`src/rtl/cpu_mem_sched_pkg.sv`:
```
// Shared state encoding, parameter defaults and address helper for the
// CPU/memory step scheduler.
package cpu_mem_sched_pkg;

    typedef enum logic [2:0] {
        ST_IDLE  = 3'd0,
        ST_FETCH = 3'd1,
        ST_DATA  = 3'd2,
        ST_STEP  = 3'd3,
        ST_HALT  = 3'd4
    } sched_state_t;

    localparam int          DEFAULT_TIMEOUT   = 16;
    localparam logic [31:0] DEFAULT_KILL_ADDR = 32'h0001_0000;
    localparam logic [31:0] DEFAULT_NOP_INSN  = 32'h0000_0013;

    function automatic logic [31:0] word_align(input logic [31:0] addr);
        return addr & 32'hFFFF_FFFC;
    endfunction

endpackage

```
`src/rtl/cpu_mem_sched_bus_timeout.sv`:
```
// Per-phase wait counter: expires on the TIMEOUT-th consecutive cycle without
// an ack. A TIMEOUT of 0 disables expiry altogether.
module cpu_mem_sched_bus_timeout #(
    parameter int TIMEOUT = 16
) (
    input  logic clk,
    input  logic rst_n,
    input  logic clear,
    input  logic count,
    output logic expire
);

    generate
        if (TIMEOUT == 0) begin : g_off
            assign expire = 1'b0;
        end else begin : g_on
            localparam int CW = $clog2(TIMEOUT + 1);
            logic [CW-1:0] cnt;

            always_ff @(posedge clk or negedge rst_n) begin
                if (!rst_n) begin
                    cnt <= '0;
                end else if (clear) begin
                    cnt <= '0;
                end else if (count) begin
                    cnt <= cnt + CW'(1);
                end
            end

            // The cycle that would bring the count up to TIMEOUT is the expiring one.
            assign expire = count && (cnt == CW'(TIMEOUT - 1));
        end
    endgenerate

endmodule

```
`src/rtl/cpu_mem_sched.sv`:
```
// Steps the CPU one instruction at a time over one shared memory bus:
// instruction fetch, optional data access, then a one-cycle clock-enable pulse.
module cpu_mem_sched
    import cpu_mem_sched_pkg::*;
#(
    parameter int          TIMEOUT   = DEFAULT_TIMEOUT,
    parameter logic [31:0] KILL_ADDR = DEFAULT_KILL_ADDR,
    parameter logic [31:0] NOP_INSN  = DEFAULT_NOP_INSN
) (
    input  logic        i_clk,
    input  logic        i_rst_n,
    input  logic [31:0] i_cpu_addr_i,
    output logic [31:0] o_cpu_data_i,
    input  logic [31:0] i_cpu_addr_d,
    input  logic        i_cpu_rd_d,
    input  logic [3:0]  i_cpu_wr_d,
    input  logic [31:0] i_cpu_data_wr_d,
    output logic [31:0] o_cpu_data_rd_d,
    output logic        o_cpu_clk_ce,
    output logic        o_mem_req,
    output logic [31:0] o_mem_addr,
    output logic [3:0]  o_mem_wr,
    output logic [31:0] o_mem_data_wr,
    input  logic        i_mem_ack,
    input  logic [31:0] i_mem_data_rd,
    output logic        o_bus_err,
    output logic        o_halt
);

    sched_state_t state;
    logic [31:0]  snap_addr_d;
    logic [31:0]  snap_data_wr;
    logic         snap_rd;
    logic [3:0]   snap_wr;
    logic         in_phase;
    logic         expire;
    logic         done;
    logic         has_data;

    assign in_phase = (state == ST_FETCH) || (state == ST_DATA);
    assign done     = in_phase && (i_mem_ack || expire);
    assign has_data = snap_rd || (snap_wr != 4'b0000);

    // Restarting on every phase end gives a DATA phase its own full wait budget.
    cpu_mem_sched_bus_timeout #(
        .TIMEOUT (TIMEOUT)
    ) u_timeout (
        .clk    (i_clk),
        .rst_n  (i_rst_n),
        .clear  (!in_phase || done),
        .count  (in_phase && !i_mem_ack),
        .expire (expire)
    );

    always_ff @(posedge i_clk or negedge i_rst_n) begin
        if (!i_rst_n) begin
            state           <= ST_IDLE;
            snap_addr_d     <= '0;
            snap_data_wr    <= '0;
            snap_rd         <= 1'b0;
            snap_wr         <= '0;
            o_cpu_data_i    <= '0;
            o_cpu_data_rd_d <= '0;
            o_cpu_clk_ce    <= 1'b0;
            o_mem_req       <= 1'b0;
            o_mem_addr      <= '0;
            o_mem_wr        <= '0;
            o_mem_data_wr   <= '0;
            o_bus_err       <= 1'b0;
            o_halt          <= 1'b0;
        end else begin
            o_cpu_clk_ce <= 1'b0;
            case (state)
                ST_IDLE: begin
                    if (i_cpu_addr_i == KILL_ADDR) begin
                        o_halt <= 1'b1;
                        state  <= ST_HALT;
                    end else begin
                        snap_addr_d  <= i_cpu_addr_d;
                        snap_data_wr <= i_cpu_data_wr_d;
                        snap_rd      <= i_cpu_rd_d;
                        snap_wr      <= i_cpu_wr_d;
                        o_mem_req    <= 1'b1;
                        o_mem_addr   <= word_align(i_cpu_addr_i);
                        o_mem_wr     <= 4'b0000;
                        state        <= ST_FETCH;
                    end
                end
                ST_FETCH: begin
                    if (done) begin
                        o_cpu_data_i <= i_mem_ack ? i_mem_data_rd : NOP_INSN;
                        if (!i_mem_ack) begin
                            o_bus_err <= 1'b1;
                        end
                        // A data access follows back-to-back so a zero-wait step with data costs 4 cycles.
                        if (has_data) begin
                            o_mem_addr    <= word_align(snap_addr_d);
                            o_mem_wr      <= snap_wr;
                            o_mem_data_wr <= snap_data_wr;
                            state         <= ST_DATA;
                        end else begin
                            o_mem_req    <= 1'b0;
                            o_cpu_clk_ce <= 1'b1;
                            state        <= ST_STEP;
                        end
                    end
                end
                ST_DATA: begin
                    if (done) begin
                        o_cpu_data_rd_d <= (i_mem_ack && snap_rd) ? i_mem_data_rd : 32'h0;
                        if (!i_mem_ack) begin
                            o_bus_err <= 1'b1;
                        end
                        o_mem_req    <= 1'b0;
                        o_mem_wr     <= 4'b0000;
                        o_cpu_clk_ce <= 1'b1;
                        state        <= ST_STEP;
                    end
                end
                ST_STEP: begin
                    state <= ST_IDLE;
                end
                ST_HALT: begin
                    state <= ST_HALT;
                end
                default: begin
                    state <= ST_IDLE;
                end
            endcase
        end
    end

endmodule

```
`config.mk`:
```
export PLATFORM = sky130hd
export DESIGN_NAME = cpu_mem_sched
export DESIGN_NICKNAME = d
export VERILOG_FILES = /design/src/rtl/cpu_mem_sched_pkg.sv /design/src/rtl/cpu_mem_sched_bus_timeout.sv /design/src/rtl/cpu_mem_sched.sv
export SDC_FILE = /design/constraint.sdc
export NUM_CORES = 1
export LEC_CHECK = 0
export ABC_AREA = 1
export BUFFER_PORTS_ARGS = -buffer_cell sky130_fd_sc_hd__buf_4
export CELL_PAD_IN_SITES_DETAIL_PLACEMENT = 2
export CELL_PAD_IN_SITES_GLOBAL_PLACEMENT = 2
export CORE_UTILIZATION = 30
export DETAILED_ROUTE_END_ITERATION = 8
export PLACE_DENSITY_LB_ADDON = 0.05
export SETUP_SLACK_MARGIN = 0.02
export SKIP_CTS_REPAIR_TIMING = 1
export SLEW_MARGIN = 10
export SYNTH_ARGS = -nofsm -noshare
export SYNTH_HDL_FRONTEND = slang
export SYNTH_SLANG_ARGS = --single-unit
```
`constraint.sdc`:
```
create_clock -name i_clk -period 2.2 [get_ports i_clk]
set_input_delay 0.11 -clock i_clk [delete_from_list [all_inputs] [get_ports i_clk]]
set_output_delay 0.11 -clock i_clk [all_outputs]
set_load 0.03 [all_outputs]
```
## Word level (Yosys, flattened, before mapping)

Cells that the tools add are included.

| word-level totals | value |
|---|---|
| bits in registers | 213 |
| latch bits | 0 |
| memory bits (writable) | 0 |
| ROM bits | 0 |
| bits of input ports | 136 |
| output and inout bits | 136 |
| logic and storage cells | 81 |
| memories | 0 |

| cells by class | value |
|---|---|
| add/sub/neg operators | 1 |
| $mul | 0 |
| div/mod/pow operators | 0 |
| order comparisons | 0 |
| eq/ne operators | 10 |
| shift-type cells | 0 |
| multiplexer cells | 27 |
| bitwise gates (word level) | 2 |
| reductions and logical operators | 26 |

Operator list:

| kind | count |
|---|---|
| $mux 32 | 5 |
| $pmux 32 s2 | 1 |
| $eq 32x17->1 const B | 1 |
| $mux 4 | 4 |
| $pmux 3 s4 | 1 |
| $pmux 4 s3 | 1 |
| $mux 5 | 2 |
| $ne 2x2->1 const B | 5 |
| $reduce_and 2->1 | 5 |
| $reduce_and 5->1 | 2 |
| $mux 3 | 3 |
| $mux 1 | 8 |
| $reduce_and 3->1 | 2 |
| $add 5x1->5 const B | 1 |
| $eq 5x4->1 const B | 1 |
| $logic_and 1x1->1 | 4 |
| $logic_or 1x1->1 | 4 |
| $reduce_and 4->1 | 1 |
| $reduce_bool 2->1 | 2 |
| $reduce_bool 4->1 | 1 |
| $eq 3x1->1 const B | 1 |
| $eq 3x2->1 const B | 1 |
| $eq 3x3->1 const B | 1 |
| $logic_not 3->1 | 1 |
| 6 further kinds | 8 |

## Logic depth before layout (Yosys ltp)

| logic depth | value |
|---|---|
| word-level depth | 8 |
| gate-level depth with buffers | 12 |
| mapped depth without buffers | 10 |

## Hierarchy

A second synthesis with hierarchy kept.

| second synthesis, totals | value |
|---|---|
| cells, all modules | 916 |
| area, all modules | 8712.1 um^2 |

Modules (own cells, without submodules):

| module | times used | cells an instance | area each (um^2) | seq. area each (um^2) |
|---|---|---|---|---|
| cpu_mem_sched | 1 | 883 | 8438.1 | 5104.9 |
| cpu_mem_sched_bus_timeout | 1 | 33 | 274.0 | 125.1 |

## Worst setup path before layout

No wires, ideal clock.

| timing path | value |
|---|---|
| path type | register -> register |
| from | register u_timeout.g_on.cnt[0] |
| to | register o_cpu_data_i[0] |
| setup time | 121 ps |
| arrival time | 1690 ps |
| data required time | 2079 ps |
| path slack | 388 ps |
| stages on the path, launching flop included | 9 |
| path buffers | 1 |
| period minus slack after synthesis | 1812 ps |
| cells stage by stage | dfrtp_1 > ha_1 > nand2_1 > nor2_1 > ha_1 > o21ai_2 > clkbuf_1 > inv_1 > o22a_1 |

| on the way | value |
|---|---|
| longest elaborated chain between the ends | 5 |

RTL lines:

| element | line | source |
|---|---|---|
| start: declaration | cpu_mem_sched_bus_timeout.sv:18 | `logic [CW-1:0] cnt;` |
| start signal: assignment | cpu_mem_sched_bus_timeout.sv:26 | `cnt <= cnt + CW'(1);` |
| $eq 5x4->1 | cpu_mem_sched_bus_timeout.sv:31 | `assign expire = count && (cnt == CW'(TIMEOUT - 1));` |
| $logic_and 1x1->1 | cpu_mem_sched_bus_timeout.sv:31 |  |
| $logic_or 1x1->1 | cpu_mem_sched.sv:41 | `assign done = in_phase && (i_mem_ack \|\| expire);` |
| $logic_and 1x1->1 | cpu_mem_sched.sv:41 |  |
| $reduce_and 2->1 (no line) | - |  |
| end signal: assignment | cpu_mem_sched.sv:91 | `o_cpu_data_i <= i_mem_ack ? i_mem_data_rd : NOP_INSN;` |
| end: declaration | cpu_mem_sched.sv:13 | `output logic [31:0] o_cpu_data_i,` |

Every way passes these cells.
A chain may end at the register's enable or synchronous reset.

## Final worst setup path

| timing path | value |
|---|---|
| from | register u_timeout.g_on.cnt[0] |
| to | register o_mem_addr[12] |

| on the way | value |
|---|---|
| longest elaborated chain between the ends | 6 |

RTL lines:

| element | line | source |
|---|---|---|
| $eq 5x4->1 | cpu_mem_sched_bus_timeout.sv:31 |  |
| $logic_and 1x1->1 | cpu_mem_sched_bus_timeout.sv:31 |  |
| $logic_or 1x1->1 | cpu_mem_sched.sv:41 |  |
| $logic_and 1x1->1 | cpu_mem_sched.sv:41 |  |
| $ne 2x2->1 (no line) | - |  |
| $reduce_and 4->1 (no line) | - |  |
| end signal: assignment | cpu_mem_sched.sv:84 | `o_mem_addr <= word_align(i_cpu_addr_i);` |
| end signal: assignment | cpu_mem_sched.sv:97 | `o_mem_addr <= word_align(snap_addr_d);` |
| end: declaration | cpu_mem_sched.sv:21 | `output logic [31:0] o_mem_addr,` |

Every way passes these cells.

==> flow_metrics.env <==
export IMPL_synth_distinct_cells=32
export IMPL_place_detailed_hpwl_um=19800
export IMPL_layout_commonest_cell="buf_4"
export IMPL_netlist_instances=919
export IMPL_ys_ff_latch=209
export IMPL_yosys_warnings=0
export IMPL_syn_area_sq_um=8790
export IMPL_crit_type="flop to flop"
export IMPL_r2r_slack_ps=240
export IMPL_floorplan_initialDensity=0.305
export IMPL_rsz0062_at_grt="no"
export IMPL_yosysSeqAreaShare=0.595
export IMPL_fillCellCount=3032
export IMPL_postSynthAreaPerCell_sq_um=9.56
export IMPL_synth_edf_count=0
export IMPL_layout_drive_gt1_share=0.295
export IMPL_layout_cells_non_filler=1708
export IMPL_fin_util=0.469
export IMPL_mostFrequentLayoutCells="buf_4 (280), nand2_1 (227), dfrtp_1 (209), dlygate4sd3_1 (124), o21ai_0 (94)"
export IMPL_drv_cap=0
export IMPL_via_count=8101
export IMPL_grt_pass1_wl_um=46800
export IMPL_whs_ps=-45.2
export IMPL_reg2reg_depth=10
export IMPL_p_total_mw=21.4
export IMPL_dr_pass1_iters=4
export IMPL_num_io_pins=272
export IMPL_grt_util_met1=0.253
export IMPL_core_area_sq_um=28800
export IMPL_ir_drop_mv=0.901
export IMPL_worstMarginPinSlew_ps=549
export IMPL_r2r_end="o_mem_addr[12]$_DFFE_PN0P_"
export IMPL_root_buffer="clkbuf_16"
export IMPL_antenna_found_initial=0
export IMPL_grt_pass1_vias=8251
export IMPL_viasPerCell=4.74
export IMPL_status="finished with violations"
export IMPL_clk_path_buf_depth=3
export IMPL_finalSetupViolCount=0
export IMPL_p_leak_nw=6.97
export IMPL_num_rows=62
export IMPL_die_x_um=173
export IMPL_cts_tree="built"
export IMPL_crit_slowest_cell="nor2_4"
export IMPL_clock_latency_ps=520
export IMPL_final_nets=1445
export IMPL_placedCellCount=1538
export IMPL_io_buffers=267
export IMPL_drc=0
export IMPL_multiInputGateArea_sq_um=3040
export IMPL_drv_slew=0
export IMPL_violations="negative hold slack"
export IMPL_hold_path_class="input port to flop"
export IMPL_grt_busiest_layer="met2"
export IMPL_crit_top_cell="nand2_1"
export IMPL_fmaxAchievable_ghz=0.510
export IMPL_clkTransAtPathRegs_ps=60
export IMPL_layout_worst_path_cycle_share=0.892
export IMPL_antenna_cells=0
export IMPL_drtIter0Drc=307
export IMPL_endpoint_kind="flop"
export IMPL_die_area_sq_um=30000
export IMPL_die_y_um=173
export IMPL_cp_arrival_ps=2420
export IMPL_ys_async_sr_fraction=1.00
export IMPL_use_met2=0.335
export IMPL_skew_ps=13.4
export IMPL_power_density_nw_per_um2=1580
export IMPL_cp_endpoint="o_mem_addr[12]$_DFFE_PN0P_"
export IMPL_ff_latch_area_sq_um=5230
export IMPL_relSlewSlack=0.634
export IMPL_tns_ps=0
export IMPL_cp_max_fo=15
export IMPL_ys_flop_type="dfrtp_1"
export IMPL_grt_util_all_layers=0.197
export IMPL_wl_per_cell_um=18.9
export IMPL_hold_viol_final=5
export IMPL_grt_overflow_total=0
export IMPL_grt_max_degree=66
export IMPL_place_congestion=0.721
export IMPL_worstSetupStartpoint="u_timeout.g_on.cnt[0]$_DFFE_PN0P_"
export IMPL_period_minus_slack_ps=1960
export IMPL_crit_chain="ha_1, nand2_1, nor2_1, ha_2, o21ai_4, nand2_4, nand2_4, nor2_4, nand2_1, nand2_1"
export IMPL_numCtsBuffers=25
export IMPL_timing_rr_start="u_timeout.g_on.cnt[0]$_DFFE_PN0P_"
export IMPL_htree_levels=1
export IMPL_cp_required_ps=2660
export IMPL_area_delta_synth_final_pct=53.6
export IMPL_wl_um=32400
export IMPL_clkSinkCount=209
export IMPL_worstSetupStartpointType="flop"
export IMPL_slowest_delay_ps=430
export IMPL_use_met3=0.0497
export IMPL_postRouteAntennaNets=0
## stage by stage
step | setup WS (ps) | hold slack, ps | area, sq um
2_1_floorplan | 388 | -186 | 8790
3_3_place_gp | 48.1 | 98.1 | 11300
3_5_place_dp | -104 | 98.9 | 11300
4_1_cts | -140 | -472 | 12200
5_1_grt | 38.1 | 2.53 | 13500
6_report | 237 | -45.2 | 13500
## per-layer routing
layer	routed length [um]	vias up	part of all wire
met5	0	-	0
met3	1770	46	0.055
li1	-	3761	-
met4	678	0	0.021
met1	13500	4093	0.42
met2	16400	201	0.51
## cells in the mapped netlist (3+ instances only)
library cell	number	area share
clkbuf_2	3	0.0017
o21ai_0	94	0.054
a21oi_1	34	0.019
clkbuf_1	27	0.012
inv_2	5	0.0021
buf_6	7	0.0090
mux2_2	32	0.041
buf_4	9	0.0077
nand4_1	9	0.0064
buf_2	11	0.0063
nor2_1	71	0.030
inv_1	60	0.026
o22a_1	3	0.0030
nand2_2	3	0.0021
dfrtp_1	209	0.60
nand2_1	227	0.097
nand3_1	69	0.039
a22o_1	29	0.029
## power breakdown
part           internal, mW  switching (mW)
sequential             5.67           0.917
clock                  2.96            1.68
combinational          3.70            6.47
## area by class of cell
type / count / area share
Timing Repair Buffer: 416 / 0.265
Clock inverter: 9 / 0.0130
Tap cell: 384 / 0.0356
Inverter: 65 / 0.0181
Multi-Input combinational cell: 590 / 0.225
Sequential cell: 209 / 0.387
Clock buffer: 35 / 0.0558
## how the worst min path moves through the flow
stage                                start                          to  slack (ps)  cells after the start
final                     i_cpu_addr_i[23]  o_mem_addr[23]$_DFFE_PN0P_         -50                      5
after CTS                          i_rst_n  o_mem_addr[20]$_DFFE_PN0P_        -470                      1
after global placement             i_rst_n  o_mem_addr[19]$_DFFE_PN0P_         100                      1
after detailed placement           i_rst_n  o_mem_addr[19]$_DFFE_PN0P_         100                      1
after global routing      i_cpu_addr_i[23]  o_mem_addr[23]$_DFFE_PN0P_           3                      5
after floorplan                    i_rst_n       o_bus_err$_DFFE_PN0P_        -190                      0
## flip-flops by register name, summed over array words and instances (netlist names)
register	count
o_halt	1
o_cpu_data_i	32
o_cpu_clk_ce	1
o_mem_addr	30
o_mem_data_wr	32
snap_rd	1
snap_wr	4
u_timeout.g_on.cnt	5
o_mem_req	1
o_cpu_data_rd_d	32
snap_data_wr	32
o_bus_err	1
snap_addr_d	30
state	3
o_mem_wr	4
## cells by family after synthesis
logic type | count (synthesis) | share of synthesized area
muxes | 32 | 0.0410
other | 1 | 0.000427
AOI/OAI and AO/OA | 164 | 0.110
and+or+nand+nor | 388 | 0.185
DFF | 209 | 0.595
buffers and inverters | 122 | 0.0639
adders and majority gates | 2 | 0.00285
xor gates and xnor gates | 1 | 0.000997
## worst max-delay path: cells and delay by family, from the launching register on
family,cells,cell delay (ps)
flops,1,380
simple gates,7,1020
compound gates,1,90
fa+ha+maj,2,420
Power figures use the tool's default switching activity.
